<file path="src/rtl/ldpc_led_reporter.sv">
// ldpc_led_reporter
// Shows a decoded LDPC codeword on one LED. A word is accepted over a
// valid/ready handshake into a one-deep pending buffer. It is then displayed
// either as a serial blink frame (long on = 1, short on = 0, LSB first) or as
// a plain level showing bit 0.
//
// Ports
//   clk        : single clock domain (48 MHz HFOSC)
//   rst_n      : asynchronous active-low reset
//   word_valid : decoder presents a codeword
//   word_data  : codeword, bit i = corrected_seq[i]
//   word_ready : pending buffer empty
//   mode       : 0 = level mode (bit 0), 1 = serial frame mode
//   led        : registered LED drive
//   busy       : FSM is not in IDLE
//   bit_idx    : index of the bit currently being shown
module ldpc_led_reporter #(
  parameter int N               = 10,
  parameter int TICK_DIV        = 24000000,
  parameter int LONG_TICKS      = 3,
  parameter int SHORT_TICKS     = 1,
  parameter int GAP_TICKS       = 1,
  parameter int FRAME_GAP_TICKS = 4,
  localparam int IW             = (N > 1) ? $clog2(N) : 1
) (
  input  logic          clk,
  input  logic          rst_n,
  input  logic          word_valid,
  input  logic [N-1:0]  word_data,
  output logic          word_ready,
  input  logic          mode,
  output logic          led,
  output logic          busy,
  output logic [IW-1:0] bit_idx
);

  localparam int TW   = (TICK_DIV > 1) ? $clog2(TICK_DIV) : 1;
  localparam int MAXA = (LONG_TICKS > GAP_TICKS) ? LONG_TICKS : GAP_TICKS;
  localparam int MAXT = (MAXA > FRAME_GAP_TICKS) ? MAXA : FRAME_GAP_TICKS;
  localparam int CW   = $clog2(MAXT + 1);

  localparam logic [TW-1:0] TICK_LAST = TW'(TICK_DIV - 1);
  localparam logic [IW-1:0] IDX_LAST  = IW'(N - 1);
  localparam logic [CW-1:0] LONG_LAST = CW'(LONG_TICKS - 1);
  localparam logic [CW-1:0] SHRT_LAST = CW'(SHORT_TICKS - 1);
  localparam logic [CW-1:0] GAP_LAST  = CW'(GAP_TICKS - 1);
  localparam logic [CW-1:0] FGAP_LAST = CW'(FRAME_GAP_TICKS - 1);

  typedef enum logic [1:0] {S_IDLE, S_ON, S_GAP, S_FGAP} state_t;

  state_t          r_state, w_state_nx;
  logic [TW-1:0]   r_tick_cnt;
  logic [CW-1:0]   r_dur, w_dur_nx;
  logic [IW-1:0]   r_idx, w_idx_nx;
  logic            r_led, w_led_nx;
  logic [N-1:0]    r_pending, r_frame;
  logic            r_pending_v, r_have_frame;
  logic            w_tick, w_xfer, w_load;
  logic [CW-1:0]   w_on_last;

  assign w_tick     = (r_tick_cnt == TICK_LAST);
  assign w_xfer     = word_valid && !r_pending_v;
  assign w_on_last  = r_frame[r_idx] ? LONG_LAST : SHRT_LAST;

  assign word_ready = !r_pending_v;
  assign led        = r_led;
  assign busy       = (r_state != S_IDLE);
  assign bit_idx    = r_idx;

  // Free-running display tick divider.
  always_ff @(posedge clk or negedge rst_n) begin
    if (!rst_n) r_tick_cnt <= '0;
    else if (w_tick) r_tick_cnt <= '0;
    else r_tick_cnt <= r_tick_cnt + TW'(1);
  end

  // Next-state logic. Everything except the handshake only moves on a tick.
  always_comb begin
    w_state_nx = r_state;
    w_dur_nx   = r_dur;
    w_idx_nx   = r_idx;
    w_led_nx   = r_led;
    w_load     = 1'b0;
    if (w_tick) begin
      if (!mode) begin
        // Level mode: pending (if any) is loaded and its bit 0 shown directly.
        w_state_nx = S_IDLE;
        w_dur_nx   = '0;
        w_idx_nx   = '0;
        w_load     = r_pending_v;
        w_led_nx   = r_pending_v ? r_pending[0] : (r_have_frame & r_frame[0]);
      end else begin
        case (r_state)
          S_IDLE: begin
            w_led_nx = 1'b0;
            if (r_pending_v || r_have_frame) begin
              w_load     = r_pending_v;
              w_idx_nx   = '0;
              w_dur_nx   = '0;
              w_state_nx = S_ON;
              w_led_nx   = 1'b1;
            end
          end
          S_ON: begin
            if (r_dur == w_on_last) begin
              w_dur_nx   = '0;
              w_state_nx = S_GAP;
              w_led_nx   = 1'b0;
            end else begin
              w_dur_nx = r_dur + CW'(1);
            end
          end
          S_GAP: begin
            if (r_dur == GAP_LAST) begin
              w_dur_nx = '0;
              if (r_idx != IDX_LAST) begin
                w_idx_nx   = r_idx + IW'(1);
                w_state_nx = S_ON;
                w_led_nx   = 1'b1;
              end else begin
                w_state_nx = S_FGAP;
                w_led_nx   = 1'b0;
              end
            end else begin
              w_dur_nx = r_dur + CW'(1);
            end
          end
          S_FGAP: begin
            if (r_dur == FGAP_LAST) begin
              // Frame boundary: take a waiting word, else replay this frame.
              w_load     = r_pending_v;
              w_idx_nx   = '0;
              w_dur_nx   = '0;
              w_state_nx = S_ON;
              w_led_nx   = 1'b1;
            end else begin
              w_dur_nx = r_dur + CW'(1);
            end
          end
          default: begin
            w_state_nx = S_IDLE;
            w_led_nx   = 1'b0;
          end
        endcase
      end
    end
  end

  always_ff @(posedge clk or negedge rst_n) begin
    if (!rst_n) begin
      r_state <= S_IDLE;
      r_dur   <= '0;
      r_idx   <= '0;
      r_led   <= 1'b0;
    end else begin
      r_state <= w_state_nx;
      r_dur   <= w_dur_nx;
      r_idx   <= w_idx_nx;
      r_led   <= w_led_nx;
    end
  end

  // Load only happens with pending_v=1 and a transfer only with pending_v=0,
  // so a same-edge load always uses the old pending word and the new word
  // simply refills the buffer.
  always_ff @(posedge clk or negedge rst_n) begin
    if (!rst_n) begin
      r_pending    <= '0;
      r_pending_v  <= 1'b0;
      r_frame      <= '0;
      r_have_frame <= 1'b0;
    end else begin
      if (w_load) begin
        r_frame      <= r_pending;
        r_have_frame <= 1'b1;
      end
      if (w_xfer) begin
        r_pending   <= word_data;
        r_pending_v <= 1'b1;
      end else if (w_load) begin
        r_pending_v <= 1'b0;
      end
    end
  end

endmodule

</file>
<file path="config.mk">
export PLATFORM = sky130hd
export DESIGN_NAME = ldpc_led_reporter
export DESIGN_NICKNAME = d
export VERILOG_FILES = /design/src/rtl/ldpc_led_reporter.sv
export SDC_FILE = /design/constraint.sdc
export NUM_CORES = 1
export LEC_CHECK = 0
export ABC_AREA = 1
export CAP_MARGIN = 20
export CORE_MARGIN = 2
export CORE_UTILIZATION = 40
export CTS_BUF_LIST = sky130_fd_sc_hd__clkbuf_16
export DETAILED_ROUTE_END_ITERATION = 6
export GPL_TIMING_DRIVEN = 1
export SETUP_SLACK_MARGIN = 0.05
export SYNTH_ARGS = -nofsm -noshare
export SYNTH_HDL_FRONTEND = slang
export SYNTH_SLANG_ARGS = --single-unit
export TNS_END_PERCENT = 100
</file>
<file path="constraint.sdc">
create_clock -name clk -period 4.8 [get_ports clk]
set_input_delay 0.72 -clock clk [delete_from_list [all_inputs] [get_ports clk]]
set_output_delay 0.72 -clock clk [all_outputs]
set_load 0.01 [all_outputs]
</file>
==> run summary <==
RUN STATUS
---------------------------------------------------------------------------------
Status .............................................................    completed

SYNTHESIS
---------------------------------------------------------------------------------
Netlist area before placement ......................................   3170 sq um
Mean instance size in the synthesized netlist ......................   7.97 sq um
Async set-reset flop share out of synthesis ........................         1.00
Synth Warn # .......................................................            0
Synth area leaders ................................................. sky130_fd_sc_hd__dfrtp_1 (45%), sky130_fd_sc_hd__nand2_1 (10%), sky130_fd_sc_hd__inv_1 (7.1%)
Leading post-synthesis cells by instance count ..................... sky130_fd_sc_hd__nand2_1 (85), sky130_fd_sc_hd__inv_1 (60), sky130_fd_sc_hd__dfrtp_1 (57)
Distinct cell type count after synthesis ...........................           37
Cells after synthesis ..............................................          398
Cell taking the most area after synthesis .......................... sky130_fd_sc_hd__dfrtp_1
Share of synthesized area occupied by flip-flops and latches .......        0.450
FF+latch count, synth ..............................................           57
Most common cell in the synthesized netlist ........................ sky130_fd_sc_hd__nand2_1
Main flop type after synthesis ..................................... sky130_fd_sc_hd__dfrtp_1
Share of Yosys cell area claimed by the top area cell type .........        0.450
Number of nets produced by synthesis ...............................          423
Number of synthesized flops with an enable pin .....................            0

CELLS AND AREA
---------------------------------------------------------------------------------
Synthesis-to-finish area growth ....................................        19.8%
Final #Nets ........................................................          449
Antenna fix cells ..................................................            0
Number of fill cells in the layout .................................          760
Share of layout cells above drive strength 1 .......................        0.105
Cell Count, Final, Fillers Out .....................................          531

TIMING
---------------------------------------------------------------------------------
Shortest clock period the worst path allows after layout ...........      2.41 ns
Unrepaired setup endpoints after global routing ....................           no
Worst-case headroom to the max-slew limit ..........................        0.525
Total count of max-transition violations in the final report .......            0
Skew final .........................................................   0.00730 ns
Tcrit/Tclk final ...................................................        0.502
Setup violation total in the final timing report ...................            0
Actual transition at the worst max-transition pin ..................     0.712 ns
Hold violation count in the final report ...........................            0
Max Freq ...........................................................      415 MHz
Post-layout worst setup margin .....................................      2.39 ns
Final TNS setup ....................................................         0 ns

FLOORPLAN
---------------------------------------------------------------------------------
Number of placement rows ...........................................           32
Overall die area ...................................................   8660 sq um
Initial standard-cell utilization of the core ......................        0.413
Area of the core ...................................................   7690 sq um
Num ports ..........................................................           21
Overall die height ................................................. 93.0 microns
Die boundary width ................................................. 93.0 microns

POWER AND IR DROP
---------------------------------------------------------------------------------
Total chip power ...................................................      1260 uW
Worst vdd ir .......................................................       286 uV
Leakage Power ......................................................   0.00179 uW
Pwr Density ........................................................  331 nW/um^2

GRT
---------------------------------------------------------------------------------
Total congestion overflow ..........................................            0
Via count of the first global-routing pass .........................        2,585
Global router's overall resource usage .............................        0.177
Number of antenna violations at the first check in global routing ..            0
Wire length of the first global-routing pass .......................      11.9 mm
Largest net degree at the start of global routing ..................           58

CRITICAL PATH
---------------------------------------------------------------------------------
Crit path max fanout ...............................................            4
Critical Path AT ...................................................      1.69 ns
Endpoint class of the critical path ................................  output port
Req. time, crit path ...............................................      4.08 ns
Startpoint types ...................................................         flop
Critical Setup Path Class .......................................... flop to output port

ROUTING
---------------------------------------------------------------------------------
Vias per Instance ..................................................         4.92
DRC errors left ....................................................            0
Total via count after detailed routing .............................        2,612
Wirelength per Cell ................................................ 12.6 microns
Number of DRC markers after the initial detailed-route iteration ...          148
Antenna viol nets, final ...........................................            0
TritonRoute pass-1 iters ...........................................            5
Total wire length after detailed routing ...........................      6.67 mm

CLOCKING
---------------------------------------------------------------------------------
Register clock-pin slew on the reported worst setup and hold paths .      0.05 ns
Clk sinks ..........................................................           57
Post-CTS sizing ....................................................            0
Post-CTS repair timing setup buffer count ..........................            0
Clock buffer count from CTS ........................................            9
Total number of H-tree levels ......................................            3
Clk Tree Root Cell ................................................. sky130_fd_sc_hd__clkbuf_16
Clock tree from TritonCTS ..........................................          yes
Number of buffers between clock root and the deepest sink ..........            2
Cts hold-fix bufs ..................................................            0
Clk Latency, worst-skew pair .......................................      0.33 ns

PLACED DESIGN
---------------------------------------------------------------------------------
Global placer's final weighted congestion ..........................        0.895
Detailed-placement wirelength estimate .............................      4.83 mm
Number of port buffers .............................................           20
Post-placement setup slack .........................................      2.56 ns
Placed cells .......................................................          515

HOLD PATH
---------------------------------------------------------------------------------
Class of the most critical hold timing path ........................ flop to flop

RUN
---------------------------------------------------------------------------------
Maxcap violations ..................................................            0

logic make-up after synthesis:
| family | synth area share |
|---|---|
| compound gates | 0.101 |
| xor+xnor | 0.0304 |
| fa+ha+maj | 0.0434 |
| buf+inv | 0.0907 |
| flops | 0.450 |
| simple gates | 0.284 |
layer usage:
metal | share of wire | vias up | track usage
li1 | - | 1339 | -
met1 | 0.48 | 1195 | 0.234
met2 | 0.45 | 68 | 0.271
met3 | 0.057 | 10 | 0.0524
met4 | 0.018 | 0 | 0.0784
met5 | 0 | - | 0
per-stage QoR:
stage	hold WS, ns	utilization	instance area, sq um
final	0.470	0.494	3800
after global routing	0.474	0.494	3800
after CTS	0.464	0.494	3800
after detailed placement	0.458	0.451	3460
after global placement	0.449	0.451	3460
after floorplan	0.424	-	3170
path summary, 6_finish.rpt:
check	startpoint	endpoint	slack [ns]	depth (start not counted)
setup / recovery	r_state[0]	busy	2.39	4
hold / removal	r_tick_cnt[0]	r_tick_cnt[0]	0.47	1
setup reg to reg	r_tick_cnt[0]	r_frame[6]	2.62	12
hold reg to reg	r_tick_cnt[0]	r_tick_cnt[0]	0.47	1
max in group asynchronous	rst_n	led	3.79	2
min in group asynchronous	rst_n	r_tick_cnt[23]	0.54	2
report_power, final:
part	internal (uW)	total, uW	switching, uW
Clock	501	723	222
Combinational	16.8	41.6	24.8
Sequential	489	492	2.36
cells in the final DEF, fill, tap and decap left out, types with 4 or more instances in the layout:
cell and count:
sky130_fd_sc_hd__a21oi_1 17, sky130_fd_sc_hd__clkbuf_16 9, sky130_fd_sc_hd__clkdlybuf4s50_1 19, sky130_fd_sc_hd__dfrtp_1 57, sky130_fd_sc_hd__ha_1 11, sky130_fd_sc_hd__inv_1 61
sky130_fd_sc_hd__inv_2 5, sky130_fd_sc_hd__nand2_1 85, sky130_fd_sc_hd__nand3_1 25, sky130_fd_sc_hd__nand4_1 11, sky130_fd_sc_hd__nor2_1 45, sky130_fd_sc_hd__nor2_2 4
sky130_fd_sc_hd__nor3_1 13, sky130_fd_sc_hd__o21ai_0 10, sky130_fd_sc_hd__o21ai_1 5, sky130_fd_sc_hd__o21ai_2 10, sky130_fd_sc_hd__xor2_1 8
flip-flops by register name, indices dropped and copies added (netlist names):
signal / cells
r_frame: 10
r_state: 2
r_tick_cnt: 25
r_dur: 3
r_pending_v: 1
bit_idx: 4
led: 1
r_pending: 10
r_have_frame: 1
layout make-up:
class / count / area, sq um / area share
timing repair buffer: 21 / 203 / 0.0534
tap: 102 / 128 / 0.0336
clock inverter: 7 / 110 / 0.0290
clock buffer: 9 / 225 / 0.0593
sequential: 57 / 1430 / 0.375
multi-input combinational: 269 / 1460 / 0.384
inverter: 66 / 249 / 0.0655
critical path, stage by stage, from the launching register on:
cell                              delay (ns)
sky130_fd_sc_hd__dfrtp_1                0.40
sky130_fd_sc_hd__inv_1                  0.08
sky130_fd_sc_hd__ha_1                   0.24
sky130_fd_sc_hd__inv_1                  0.10
sky130_fd_sc_hd__clkdlybuf4s50_1        0.54
Power figures use the tool's default switching activity.
